### src/rtl/moldudp64_splitter.sv
// MoldUDP64 datagram splitter: strips the 20-byte header and tracks sequence
// numbers. Message blocks (length prefix plus body) go out through a byte FIFO.
// A truncated block is padded with zeros so the downstream parser stays framed.
// Optional macro SEQ_CHECK_EN enables sequence filtering: stale packets are
// dropped, and a gap_o pulse marks a packet that is ahead of the expected number.
module moldudp64_splitter #(
    parameter int FIFO_DEPTH = 64
) (
    input  logic        clk,
    input  logic        reset,
    input  logic [7:0]  data_i,
    input  logic        valid_i,
    input  logic        last_i,
    output logic        ready_o,
    output logic [7:0]  data_o,
    output logic        valid_o,
    input  logic        ready_i,
    output logic [63:0] seq_num_o,
    output logic        gap_o,
    output logic        pkt_done_o,
    output logic [15:0] drop_cnt_o
);

    localparam int AW = $clog2(FIFO_DEPTH);

    typedef enum logic [2:0] {
        S_HDR, S_LEN_HI, S_LEN_LO, S_BODY, S_PAD, S_DRAIN
    } state_t;

    state_t        state, state_n;
    logic [4:0]    byte_cnt, byte_cnt_n;
    logic [63:0]   seq_reg, seq_n;
    logic [7:0]    cnt_hi, cnt_hi_n;
    logic [15:0]   count_total, count_total_n;
    logic [15:0]   blk_left, blk_left_n;
    logic [7:0]    len_hi, len_hi_n;
    logic [15:0]   rem, rem_n;
    logic [16:0]   pad_rem, pad_rem_n;
    logic          drain_hb, drain_hb_n;

    logic          push, pop, accept, blk_end;
    logic [7:0]    push_data;
    logic          done_p, gap_p, drop_p, seq_load;
    logic          seq_old, seq_ahead;
    logic [15:0]   hdr_count, len_full;

    logic [7:0]    mem [FIFO_DEPTH];
    logic [AW-1:0] wr_ptr, rd_ptr;
    logic [AW:0]   fifo_cnt;
    logic          fifo_full, fifo_empty;

    assign fifo_full  = (fifo_cnt == (AW+1)'(FIFO_DEPTH));
    assign fifo_empty = (fifo_cnt == '0);
    assign valid_o    = !fifo_empty;
    assign data_o     = fifo_empty ? 8'h00 : mem[rd_ptr];
    assign pop        = valid_o && ready_i;
    assign accept     = valid_i && ready_o;
    assign hdr_count  = {cnt_hi, data_i};
    assign len_full   = {len_hi, data_i};

`ifdef SEQ_CHECK_EN
    assign seq_old   = (seq_reg < seq_num_o);
    assign seq_ahead = (seq_reg > seq_num_o);
`else
    assign seq_old   = 1'b0;
    assign seq_ahead = 1'b0;
`endif

    // Upstream may push only while the current state can take a byte
    always_comb begin
        case (state)
            S_HDR, S_DRAIN:             ready_o = 1'b1;
            S_LEN_HI, S_LEN_LO, S_BODY: ready_o = !fifo_full;
            default:                    ready_o = 1'b0;
        endcase
    end

    // Next-state, datapath next values and event pulses for the framing FSM
    always_comb begin
        state_n       = state;
        byte_cnt_n    = byte_cnt;
        seq_n         = seq_reg;
        cnt_hi_n      = cnt_hi;
        count_total_n = count_total;
        blk_left_n    = blk_left;
        len_hi_n      = len_hi;
        rem_n         = rem;
        pad_rem_n     = pad_rem;
        drain_hb_n    = drain_hb;
        push          = 1'b0;
        push_data     = data_i;
        done_p        = 1'b0;
        gap_p         = 1'b0;
        drop_p        = 1'b0;
        seq_load      = 1'b0;
        blk_end       = 1'b0;

        case (state)
            S_HDR: begin
                if (accept) begin
                    byte_cnt_n = byte_cnt + 5'd1;
                    if (byte_cnt >= 5'd10 && byte_cnt <= 5'd17) begin
                        seq_n = {seq_reg[55:0], data_i};
                    end
                    if (byte_cnt == 5'd18) begin
                        cnt_hi_n = data_i;
                    end
                    if (byte_cnt == 5'd19) begin
                        byte_cnt_n    = 5'd0;
                        count_total_n = hdr_count;
                        blk_left_n    = hdr_count;
                        if (hdr_count == 16'h0000 || hdr_count == 16'hFFFF) begin
                            if (last_i) begin
                                done_p = 1'b1;
                            end else begin
                                drain_hb_n = 1'b1;
                                state_n    = S_DRAIN;
                            end
                        end else if (seq_old) begin
                            drop_p = 1'b1;
                            if (!last_i) begin
                                drain_hb_n = 1'b0;
                                state_n    = S_DRAIN;
                            end
                        end else begin
                            gap_p = seq_ahead;
                            if (last_i) begin
                                drop_p = 1'b1;
                            end else begin
                                state_n = S_LEN_HI;
                            end
                        end
                    end else if (last_i) begin
                        byte_cnt_n = 5'd0;
                        drop_p     = 1'b1;
                    end
                end
            end
            S_LEN_HI: begin
                if (accept) begin
                    push     = 1'b1;
                    len_hi_n = data_i;
                    if (last_i) begin
                        pad_rem_n = {1'b0, data_i, 8'h00} + 17'd1;
                        drop_p    = 1'b1;
                        state_n   = S_PAD;
                    end else begin
                        state_n = S_LEN_LO;
                    end
                end
            end
            S_LEN_LO: begin
                if (accept) begin
                    push  = 1'b1;
                    rem_n = len_full;
                    if (len_full == 16'd0) begin
                        blk_end = 1'b1;
                    end else if (last_i) begin
                        pad_rem_n = {1'b0, len_full};
                        drop_p    = 1'b1;
                        state_n   = S_PAD;
                    end else begin
                        state_n = S_BODY;
                    end
                end
            end
            S_BODY: begin
                if (accept) begin
                    push  = 1'b1;
                    rem_n = rem - 16'd1;
                    if (rem == 16'd1) begin
                        blk_end = 1'b1;
                    end else if (last_i) begin
                        pad_rem_n = {1'b0, rem - 16'd1};
                        drop_p    = 1'b1;
                        state_n   = S_PAD;
                    end
                end
            end
            S_PAD: begin
                if (!fifo_full) begin
                    push      = 1'b1;
                    push_data = 8'h00;
                    pad_rem_n = pad_rem - 17'd1;
                    if (pad_rem == 17'd1) begin
                        state_n = S_HDR;
                    end
                end
            end
            S_DRAIN: begin
                if (accept && last_i) begin
                    done_p  = drain_hb;
                    state_n = S_HDR;
                end
            end
            default: state_n = S_HDR;
        endcase

        if (blk_end) begin
            blk_left_n = blk_left - 16'd1;
            if (blk_left == 16'd1) begin
                if (last_i) begin
                    done_p   = 1'b1;
                    seq_load = 1'b1;
                    state_n  = S_HDR;
                end else begin
                    drop_p     = 1'b1;
                    drain_hb_n = 1'b0;
                    state_n    = S_DRAIN;
                end
            end else if (last_i) begin
                drop_p  = 1'b1;
                state_n = S_HDR;
            end else begin
                state_n = S_LEN_HI;
            end
        end
    end

    // Framing state, header fields, counters and status pulses
    always_ff @(posedge clk) begin
        if (reset) begin
            state       <= S_HDR;
            byte_cnt    <= 5'd0;
            seq_reg     <= 64'd0;
            cnt_hi      <= 8'd0;
            count_total <= 16'd0;
            blk_left    <= 16'd0;
            len_hi      <= 8'd0;
            rem         <= 16'd0;
            pad_rem     <= 17'd0;
            drain_hb    <= 1'b0;
            seq_num_o   <= 64'd1;
            drop_cnt_o  <= 16'd0;
            gap_o       <= 1'b0;
            pkt_done_o  <= 1'b0;
        end else begin
            state       <= state_n;
            byte_cnt    <= byte_cnt_n;
            seq_reg     <= seq_n;
            cnt_hi      <= cnt_hi_n;
            count_total <= count_total_n;
            blk_left    <= blk_left_n;
            len_hi      <= len_hi_n;
            rem         <= rem_n;
            pad_rem     <= pad_rem_n;
            drain_hb    <= drain_hb_n;
            gap_o       <= gap_p;
            pkt_done_o  <= done_p;
            if (seq_load) begin
                seq_num_o <= seq_reg + {48'd0, count_total};
            end
            if (drop_p && drop_cnt_o != 16'hFFFF) begin
                drop_cnt_o <= drop_cnt_o + 16'd1;
            end
        end
    end

    // FIFO pointers and occupancy; a reset throws away queued bytes
    always_ff @(posedge clk) begin
        if (reset) begin
            wr_ptr   <= '0;
            rd_ptr   <= '0;
            fifo_cnt <= '0;
        end else begin
            if (push) begin
                wr_ptr <= wr_ptr + 1'b1;
            end
            if (pop) begin
                rd_ptr <= rd_ptr + 1'b1;
            end
            fifo_cnt <= fifo_cnt + (AW+1)'(push) - (AW+1)'(pop);
        end
    end

    // FIFO storage
    always_ff @(posedge clk) begin
        if (push) begin
            mem[wr_ptr] <= push_data;
        end
    end

endmodule

### config.mk
export PLATFORM = sky130hd
export DESIGN_NAME = moldudp64_splitter
export DESIGN_NICKNAME = d
export VERILOG_FILES = /design/src/rtl/moldudp64_splitter.sv
export SDC_FILE = /design/constraint.sdc
export NUM_CORES = 1
export LEC_CHECK = 0
export CORE_MARGIN = 2
export CORE_UTILIZATION = 50
export DETAILED_ROUTE_END_ITERATION = 7
export HOLD_SLACK_MARGIN = 0.15
export PLACE_DENSITY_LB_ADDON = 0.1
export SLEW_MARGIN = 0
export SYNTH_ARGS = -nofsm -noshare
export SYNTH_HDL_FRONTEND = slang
export SYNTH_SLANG_ARGS = --single-unit
export TNS_END_PERCENT = 1
### constraint.sdc
create_clock -name clk -period 8.4 [get_ports clk]
set_input_delay 1.68 -clock clk [delete_from_list [all_inputs] [get_ports clk]]
set_output_delay 1.68 -clock clk [all_outputs]
set_load 0.02 [all_outputs]
Word-level counts from Yosys, hierarchy flattened
Memories as Yosys holds them, arrays and structs flattened. A register that Yosys moved wholly into a read port is not among the register bits.
Cells that the tools add are included.

storage, ports and cells
  register bits = 254
  RAM bits = 512
  input port bits = 13
  output and inout bits = 92
  word-level logic and storage cells = 180
  memories = 1

operators by class
  add/sub/neg operators = 11
  order comparisons = 2
  equality and inequality tests = 34
  multiplexer cells = 88
  reduce and logical (&&, ||, !) cells = 28

memories
  memory  depth  bits a word  read ports  clocked after Yosys merged registers in  write ports  line  RTL
  mem     64     8            1           1                                        1            47    logic [7:0] mem [FIFO_DEPTH];

operator list
  operator                 count
  $mux W17                 9
  $mux W16                 6
  $pmux W17 S4             1
  $add A64 B16 Y64         1
  $mux W3                  19
  $mux W1                  39
  $ne A3 B3 Y1 const B     12
  $eq A16 B1 Y1 const B    2
  $logic_not A16 Y1        2
  $pmux W16 S2             1
  $sub A16 B1 Y16 const B  2
  $mux W8                  3
  $ne A2 B2 Y1 const B     9
  $pmux W3 S6              1
  $add A16 B1 Y17 const B  1
  $eq A17 B1 Y1 const B    1
  $sub A17 B1 Y17 const B  1
  $add A16 B1 Y16 const B  1
  $eq A16 B16 Y1 const B   1
  $ne A16 B16 Y1 const B   1
  $reduce_and A3 Y1        5
  $add A6 B1 Y6 const B    2
  $mux W6                  2
  $reduce_and A12 Y1       1
  other kinds (24)         40

Depth between registers and ports, before layout
Gate-level depths: netlist (run 1).

  depth after elaboration = 10
  depth in mapped cells = 17
  gate-level depth less buffers = 16

Worst setup path after synthesis (run 1)
OpenSTA, ideal clock, no wires.

  path type = flip-flop to output port
  start = reg (tool-made name)
  end = out data_o[0]
  data arrival time = 3.050 ns
  required time = 6.720 ns
  setup slack = 3.670 ns
  stages on the path, launching flop included = 7
  path buffers = 2
  cell sequence = dfxtp_1 -> clkbuf_1 -> buf_1 -> mux4_2 -> mux4_2 -> mux4_2 -> and2_1

RTL lines
  element        line  RTL
  end, declared  15    output logic [7:0] data_o,

==> results of run 1 <==
==> metrics by stage <==
| step | total power, mW | utilization | worst slack, ps | hold slack, ps | area [sq um] |
|---|---|---|---|---|---|
| CTS | 8.93 | 0.573 | 2030 | 461 | 37700 |
| global placement | 5.30 | 0.532 | 2720 | 441 | 35100 |
| floorplan | 4.99 | - | 3670 | 440 | 33300 |
| finish | 8.83 | 0.573 | 2150 | 460 | 37700 |
| global route | 9.15 | 0.573 | 1870 | 471 | 37700 |
| detailed placement | 5.32 | 0.532 | 2720 | 450 | 35100 |
==> critical path, stage by stage (launching register included) <==
cell and delay [ps]:
dfxtp_4 1000, buf_4 590, mux4_2 560, mux4_2 530, mux4_2 530, and2_1 170
clkdlybuf4s50_1 530
==> cell families after synthesis <==
logic type,Yosys count,synth area share
compound gates,443,0.0824
xor+xnor,87,0.0229
fa+ha+maj,39,0.0151
mux,193,0.123
simple gates,823,0.116
other cells,1,0.000113
flops,772,0.618
buf+inv,195,0.0229
==> metal layers <==
layer | up-vias | wire length (um) | track usage
met5 | - | 13 | 0
met4 | 2 | 1630 | 0.0651
met3 | 114 | 4430 | 0.0299
met2 | 646 | 40300 | 0.401
met1 | 10708 | 34900 | 0.334
li1 | 9767 | - | -
==> power by group through the flow <==
| stage | clock [mW] | combinational (mW) | sequential (mW) |
|---|---|---|---|
| after floorplan | 0 | 0.830 | 4.16 |
| after global placement | 0 | 1.08 | 4.22 |
| after detailed placement | 0 | 1.10 | 4.22 |
| after CTS | 3.69 | 1.11 | 4.14 |
| after global routing | 3.83 | 1.17 | 4.14 |
| final | 3.62 | 1.08 | 4.13 |
==> layout by cell type, fill, tap and decap left out, types with 11 or more instances in the layout <==
cell,n
xnor2_1,52
a211oi_1,71
nand3_1,49
nor2_1,262
edfxtp_1,512
mux2i_1,14
a21o_1,11
or4_1,15
xor2_1,35
and2_1,21
ha_1,37
a21oi_1,191
clkdlybuf4s50_1,102
nor2b_1,19
inv_1,31
clkinv_2,11
clkbuf_16,81
or3_1,20
nand4_1,22
and3_1,19
dfxtp_1,257
a31oi_1,14
clkbuf_1,11
mux4_2,168
buf_4,30
o211ai_1,13
clkinv_1,18
o2111ai_1,11
nor4_1,20
o21ai_0,65
nor3_1,29
nand2_1,275
==> worst max-delay path by stage <==
stage                   from        end  slack [ps]
floorplan           register  data_o[0]        3670
global placement    register  data_o[2]        2720
detailed placement  register  data_o[5]        2720
CTS                 register  data_o[2]        2030
global route        register  data_o[5]        1870
finish              register  data_o[2]        2150
==> cell type report <==
type | count | share of cell area
inverters | 31 | 0.00308
multi-input cells | 1586 | 0.317
clock inverters | 53 | 0.0148
flip-flops and latches | 772 | 0.545
well taps | 864 | 0.0286
repair buffers | 135 | 0.0344
clock buffers | 97 | 0.0562
==> results.md, run 1 <==
- Layout cells sized above 1: 0.139
- Seq pwr share: 0.468
- DR iter-0 viols: 1,943
- Crit share post-route: 0.744
- Crit path DAT: roughly 4600 ps
- Filler cells: approximately 5.3k
- Final Non-Filler Cells: ~3.5k
- First-pass GRT wire length: between 100,000 and 150,000 um
- Hold path start: seq_num_o[3]$_SDFFE_PP0P_
- GRT Residual Overflow: 0
- PortBufs: 103
- Routability cong.: 0.866
- Pint: 6.75 mW
- Post-CTS Setup Inserts: 0
- Worst R2R Start: state[1]$_SDFFE_PP0P_
- Count leader, synth: edfxtp_1
- GRT Util Overall: 0.240
- RSZ-0062 raised after global routing: false
- Register Area: 20,600 sq um
- Antenna violation net count after detailed routing: 0
- CTS Hold Bufs: 0
- Die area: about 69,000 sq um
- Die H: 262 um
- Crit start category: register
- Post-DP HPWL: approximately 51,000 um
- Ys flop type: edfxtp_1
- I/O Pins: ~110
- Dpl cells: 3,388
- Min Clock Period, post-route: 6250 ps
- Synth top area cells: edfxtp_1, dfxtp_1, mux4_2, nand2_1, nor2_1
- Status: finished clean
- Number of synthesized flops with an enable pin: 512
- Top cells by count, synth: edfxtp_1, nand2_1, nor2_1, dfxtp_1, a21oi_1
- CTS H-tree lvls: 3
- Psw: 2.08 mW
- Fin nets: around 2.7k
- PD cells: 234 nW/um^2
- Sequential area share after synthesis: 0.618
- Remaining DRCs: 0
- Highest clock rate: 0.160 GHz
- Worst-Margin Slew: 1260 ps
- HP Class: register to register
- Synth async-reset ratio: 0
- Core area: approximately 66,000 sq um
- Slew Limit Fails: 0
- Number of diodes: 0
- Initial antenna violation count: 1
- Net Sw Frac: 0.235
- Total CTS buffers: 81
- R2R Setup Slk: 3800 ps
- Post-Route Skew: 32.1 ps
- Fin Setup TNS: 0 ps
- # rows: 94
- Synth top area share: 0.462
- Vias per cell: 6.00
- #FFs+latches synth: 772
- Pleak: 11.8 nW
- Clock slew at reported path FFs: about 60 ps
- Drt wl/cell: 23.0 um
- Setup crit end kind: primary output
- CTS tree: built
- Max reg flops: 512
- Area Overhead vs Synth: 13.4%
- Synthesized area per cell: 13.0 sq um
- CP max FO: 47
- Max cap viols: 0
- Synth unique cells: 73
- Worst Hold End: seq_num_o[3]$_SDFFE_PP0P_
- Mapped Cells: 2,553
- Crit Path Category: register to primary output
- Max_slew headroom: 0.163
- Starting Density: 0.505
- Syn_nets: 2,605
- Final hold vios: 0
- Reg2reg path depth: 7
- Latest clock arrival within the worst-skew pair: about 640 ps
- Final WL: slightly above 80,000 um
- Initial DRT Pass Iterations: 6
- Clock share of power: 0.409
- Multi-input logic area: ~12,000 sq um
- Root buffer cell: clkbuf_16
- Synth warnings: 0
- Sink Count: 772
- Combinational power share: 0.122
- Crit path required time: 6720 ps
- Reg2reg end: drop_cnt_o[9]$_SDFFE_PP0P_
- Vias in the first global route: ~21k
- Worst hold stages: 2
- Largest area contributor in the netlist: edfxtp_1
- Synth Cell Area: 33,300 sq um
- CTS Buffer Depth: 3
- PostCTS Resize Cnt: 0
- Die X: around 260 um
- Peak supply drop: 0.000138 V
- Final setup vio count: 0
- Largest net degree at the start of global routing: ~130
- Vias: 21.2k
Power figures use the tool's default switching activity.
==> inputs of run 2 (changes only) <==
Clock period 8.4 ns to 6.4 ns, I/O delays scaled along.
==> results.md, run 2 (same netlist as run 1, synthesis figures left out) <==
- CP max FO: 56 (+19%)
- First-pass GRT wire length: 124,000 um (-1.0%)
- Post-Route Skew: 23.9 ps (-8.29 ps)
- Met1 Use GR: 0.330 (-0.00336)
- Root buffer cell: clkbuf_16
- Max_slew headroom: 0.181 (+0.0180)
- Fin nets: 2,673 (+0.53%)
- Crit path required time: 5120 ps (-1600 ps)
- Filler cells: 5,301 (-0.36%)
- Commonest non-fill, non-tap cell in the layout: edfxtp_1
- Area Overhead vs Synth: 13.9%
- Vias per cell: 6.04 (+0.62%)
- Antenna violation net count after detailed routing: 0 (unchanged)
- Crit share post-route: 0.843
- RSZ-0062 raised after global routing: false
- Initial DRT Pass Iterations: 5 (-1)
- Remaining DRCs: 0 (unchanged)
- Setup crit end kind: primary output
- Global-route met2 utilization: 0.392 (-0.00953)
- Crit path to: data_o[2]
- R2R Setup Slk: 2450 ps (-1350 ps)
- Latest clock arrival within the worst-skew pair: 620 ps (-20 ps)
- Largest net degree at the start of global routing: 137 (+6.2%)
- Clock slew at reported path FFs: 60 ps (about the same)
- Placed instance area: 35,200 sq um (+0.37%)
- Final WL: 80,700 um (-0.73%)
- Worst R2R Start: fifo_cnt[4]$_SDFF_PP0_
- Total CTS buffers: 81 (unchanged)
- Slew Limit Fails: 0 (unchanged)
- Highest clock rate: 0.185 GHz
- Number of diodes: 0 (unchanged)
- GR Util met3: 0.0352 (+0.00530)
- PostCTS Resize Cnt: 0 (unchanged)
- Final hold vios: 0 (unchanged)
- CTS Buffer Depth: 3 (unchanged)
- Final core occ: 0.575 (+0.00234)
- Global route hottest layer: met2
- Design area: 37,900 sq um (+0.41%)
- Crit start category: register
- DR iter-0 viols: 2,068 (+6.4%)
- CTS tree: built
- CTS Hold Bufs: 0 (unchanged)
- Fin Setup TNS: 0 ps (unchanged)
- Core area: 65,900 sq um (unchanged)
- Status: finished clean
- GRT Residual Overflow: 0 (unchanged)
- GRT Util Overall: 0.237 (-0.00282)
- Post-DP HPWL: 51,100 um (about the same)
- PD cells: 307 nW/um^2 (+31%)
- CTS H-tree lvls: 3 (unchanged)
- Worst-Margin Slew: 1230 ps (-27.1 ps)
- Die X: 262 um (unchanged)
- Die area: 68,700 sq um (unchanged)
- Routability cong.: 0.839 (-3.1%)
- Initial antenna violation count: 0 (-1)
- Most frequent cells in the layout: edfxtp_1, nand2_1, nor2_1
- Crit Path Category: register to primary output
- PortBufs: 103 (unchanged)
- Min Clock Period, post-route: 5390 ps
- Reg2reg end: fifo_cnt[6]$_SDFF_PP0_
- Max cap viols: 0 (unchanged)
- Vias: 21.4k (+0.93%)
- I/O Pins: 105 (unchanged)
- Peak supply drop: 0.000200 V (+45%)
- Starting Density: 0.505 (unchanged)
- Sink Count: 772 (unchanged)
- Pleak: 11.9 nW (+0.86%)
- Vias in the first global route: 20.9k (-0.31%)
- Crit path DAT: 4110 ps (-460 ps)
- Reg2reg path depth: 16 (+9)
- Max reg flops: 512 (unchanged)
- Post-CTS Setup Inserts: 0 (unchanged)
- HP Class: register to register
- # rows: 94 (unchanged)
- Drt wl/cell: 22.7 um (-1.0%)
- Final setup vio count: 0 (unchanged)
- Die H: 262 um (unchanged)
- Layout cells sized above 1: 0.144 (+0.00464)
run 2: layout make-up:
type                            count  area (sq um)  area share
Tap cell                          864          1080      0.0285
Sequential cell                   772         20600       0.543
Timing Repair Buffer              149          1430      0.0377
Inverter                           31           116     0.00307
Multi-Input combinational cell   1586         12000       0.316
Clock inverter                     42           443      0.0117
Clock buffer                      105          2260      0.0596
run 2: worst min-delay path by stage:
stage | from | end | slack, ps | cells after the start
2_1_floorplan | count_total[0]$_SDFFE_PP0P_ | count_total[0]$_SDFFE_PP0P_ | 440 | 2
3_3_place_gp | seq_num_o[4]$_SDFFE_PP0P_ | seq_num_o[4]$_SDFFE_PP0P_ | 440 | 2
3_5_place_dp | seq_num_o[11]$_SDFFE_PP0P_ | seq_num_o[11]$_SDFFE_PP0P_ | 440 | 2
4_1_cts | seq_num_o[3]$_SDFFE_PP0P_ | seq_num_o[3]$_SDFFE_PP0P_ | 460 | 2
5_1_grt | seq_num_o[11]$_SDFFE_PP0P_ | seq_num_o[11]$_SDFFE_PP0P_ | 470 | 2
6_report | seq_num_o[3]$_SDFFE_PP0P_ | seq_num_o[3]$_SDFFE_PP0P_ | 460 | 2
run 2: report_power, final:
part | total [mW] | internal, mW | switching (mW) | leakage (nW)
sequential | 5.43 | 5.34 | 0.0871 | 6.70
clock | 4.76 | 2.85 | 1.92 | 1.33
combinational | 1.42 | 0.745 | 0.679 | 3.87
run 2: critical path, stage by stage, from the launching register on:
cell	delay (ps)
dfxtp_4	620
buf_12	440
mux4_2	620
mux4_2	530
mux4_2	520
and2_1	180
clkdlybuf4s50_1	530
run 2: routing by layer:
| layer | up-vias | share of wire |
|---|---|---|
| li1 | 9771 | - |
| met1 | 10863 | 0.43 |
| met2 | 664 | 0.49 |
| met3 | 137 | 0.054 |
| met4 | 0 | 0.024 |
| met5 | - | 0 |
run 2: stage by stage:
step	hold slack, ps	std cells	setup WS (ps)	total power, mW
finish	456	3549	1010	11.6
global route	468	3549	786	12.0
CTS	456	3549	904	11.7
detailed placement	444	3402	1560	6.99
global placement	443	3402	1620	6.95
floorplan	440	2553	2070	6.56
==> inputs of run 3 (changes only) <==
Clock period 6.4 ns to 4.4 ns, I/O delays scaled along.
==> results.md, run 3 (same netlist as run 1, synthesis figures left out) <==
- Die area: 68,700 sq um (unchanged)
- Crit path required time: 3520 ps (-1600 ps)
- Die H: 262 um (unchanged)
- Slowest-stage cell, CP: mux4_2
- Area Overhead vs Synth: 16.0%
- PortBufs: 103 (unchanged)
- RSZ-0062 raised after global routing: false
- Remaining DRCs: 0 (unchanged)
- Post-Route Skew: 16.1 ps (-7.78 ps)
- Setup crit end kind: primary output
- Crit path DAT: 3360 ps (-750 ps)
- Fin Setup TNS: 0 ps (unchanged)
- Layout cells sized above 1: 0.169 (+0.0249)
- Fin nets: 2,753 (+3.0%)
- Antenna violation net count after detailed routing: 0 (unchanged)
- Register Area: 20,600 sq um (unchanged)
- Final setup vio count: 0 (unchanged)
- Clock share of power: 0.399 (-0.011)
- Die X: 262 um (unchanged)
- Final WL: 80,800 um (+0.14%)
- I/O Pins: 105 (unchanged)
- Total power: 16.9 mW (+45%)
- Vias per cell: 5.88 (-2.6%)
- Combinational power share: 0.137 (+0.014)
- Slew Limit Fails: 0 (unchanged)
- Max reg flops: 512 (unchanged)
- Peak supply drop: 0.000243 V (+22%)
- Pint: 12.9 mW (+44%)
- Largest net degree at the start of global routing: 138 (+0.73%)
- Root buffer cell: clkbuf_16
- Filler cells: 5,260 (-0.77%)
- Max cap viols: 0 (unchanged)
- CP Buf/Inv Count: 3 (+1)
- Vias: 21.4k (-0.35%)
- CTS tree: built
- CTS Hold Bufs: 0 (unchanged)
- Vias in the first global route: 21.0k (+0.50%)
- Initial antenna violation count: 2 (+2)
- Number of diodes: 0 (unchanged)
- Latest clock arrival within the worst-skew pair: 620 ps (about the same)
- Drt wl/cell: 22.2 um (-2.1%)
- Status: finished clean
- Crit Path Category: register to primary output
- Min Clock Period, post-route: 4240 ps
- Post-DP HPWL: 50,900 um (-0.27%)
- CP max FO: 15 (-73%)
- Clock slew at reported path FFs: 60 ps (about the same)
- PD cells: 437 nW/um^2 (+43%)
- Commonest non-fill, non-tap cell in the layout: edfxtp_1
- DR iter-0 viols: 1,925 (-6.9%)
- CTS H-tree lvls: 3 (unchanged)
- Routability cong.: 0.846 (+0.87%)
- CP most frequent cell: mux4_2
- CP peak stage delay: 550 ps (-70 ps)
- Net Sw Frac: 0.236 (+0.00470)
- GRT Util Overall: 0.236 (-0.00137)
- HP Class: register to register
- Multi-input logic area: 12,000 sq um (unchanged)
- Max_slew headroom: 0.139 (-0.0426)
- Worst-Margin Slew: 1290 ps (+63.8 ps)
- Final hold vios: 0 (unchanged)
- R2R Setup Slk: 880 ps (-1570 ps)
- Starting Density: 0.505 (unchanged)
- Highest clock rate: roughly 0.24 GHz
- Cell chain of the critical path: buf_4 > buf_16 > mux4_2 > mux4_2 > mux4_2 > and2_1 > dlymetal6s2s_1
- Crit start category: register
- Smallest hold slack: 456 ps (+0.579 ps)
- Top cell family by delay on the critical path: multiplexers
- CTS Buffer Depth: 3 (unchanged)
- Seq pwr share: 0.464 (-0.003)
- GRT Residual Overflow: 0 (unchanged)
- Psw: 3.97 mW (+48%)
- Sink Count: 772 (unchanged)
- Crit share post-route: 0.963
- Most frequent cells in the layout: edfxtp_1, nand2_1, nor2_1
- First-pass GRT wire length: 124,000 um (-0.69%)
- Total CTS buffers: 81 (unchanged)
- # rows: 94 (unchanged)
- Core area: 65,900 sq um (unchanged)
- Pleak: 12.4 nW (+4.3%)
- Initial DRT Pass Iterations: 5 (unchanged)
==> run 3: changes by cell type in the layout (fill, tap and decap cells not counted), moves of 3 or more <==
cell	before	now
buf_4	42	110
buf_16	0	3
clkbuf_8	11	8
dlymetal6s2s_1	0	8
bufinv_16	9	6
clkdlybuf4s50_1	102	94
clkbuf_16	83	86
buf_12	4	8
inv_6	0	4
==> run 3: power by group through the flow <==
stage	Clock, mW	Sequential, mW	Combinational [mW]
floorplan	0	7.95	1.59
global placement	0	7.98	2.21
detailed placement	0	7.98	2.25
CTS	6.87	7.82	2.26
global route	7.17	7.82	2.48
finish	6.73	7.82	2.31
==> run 3: worst paths after layout <==
path,from,to,cells past startpoint
setup / recovery,register,data_o[6],7
setup reg to reg,seq_reg[0]$_SDFFE_PP0P_,seq_num_o[46]$_SDFFE_PP0P_,11
hold / removal,seq_num_o[2]$_SDFFE_PP0P_,seq_num_o[2]$_SDFFE_PP0P_,2
hold reg to reg,seq_num_o[2]$_SDFFE_PP0P_,seq_num_o[2]$_SDFFE_PP0P_,2
==> run 3: what timing repair did <==
| action | in CTS | in global routing |
|---|---|---|
| setup buffers | 0 | 4 |
| endpoints found under the setup margin | 8 | 8 |
| cloned | 0 | 3 |
| gates resized for setup | 0 | 13 |
==> run 3: tightest hold or removal path: cells and delay by family, from the launching register on <==
kind             cells  cell delay [ps]
AND/OR/NAND/NOR      1               50
flip-flops           1              310
AO/OA/AOI/OAI        1               50
==> run 3: per-layer routing <==
metal | global-route usage | wire length (um)
met5 | 0 | 0
met4 | 0.0716 | 2050
met3 | 0.0341 | 4340
met2 | 0.397 | 40100
met1 | 0.319 | 34300
==> run 3: final cells by class <==
class | count | share of cell area
multi-input cells | 1586 | 0.310
repair buffers | 229 | 0.0575
well taps | 864 | 0.0280
clock inverters | 47 | 0.0103
flip-flops and latches | 772 | 0.533
clock buffers | 103 | 0.0576
inverters | 31 | 0.00301
==> run 3: per-stage QoR <==
| stage | worst slack [ps] | instances | instance area [sq um] | util |
|---|---|---|---|---|
| 2_1_floorplan | 470 | 2553 | 33300 | - |
| 3_3_place_gp | 390 | 3475 | 35800 | 0.544 |
| 3_5_place_dp | 358 | 3475 | 35800 | 0.544 |
| 4_1_cts | -216 | 3625 | 38500 | 0.584 |
| 5_1_grt | 73.4 | 3632 | 38600 | 0.586 |
| 6_report | 165 | 3632 | 38600 | 0.586 |
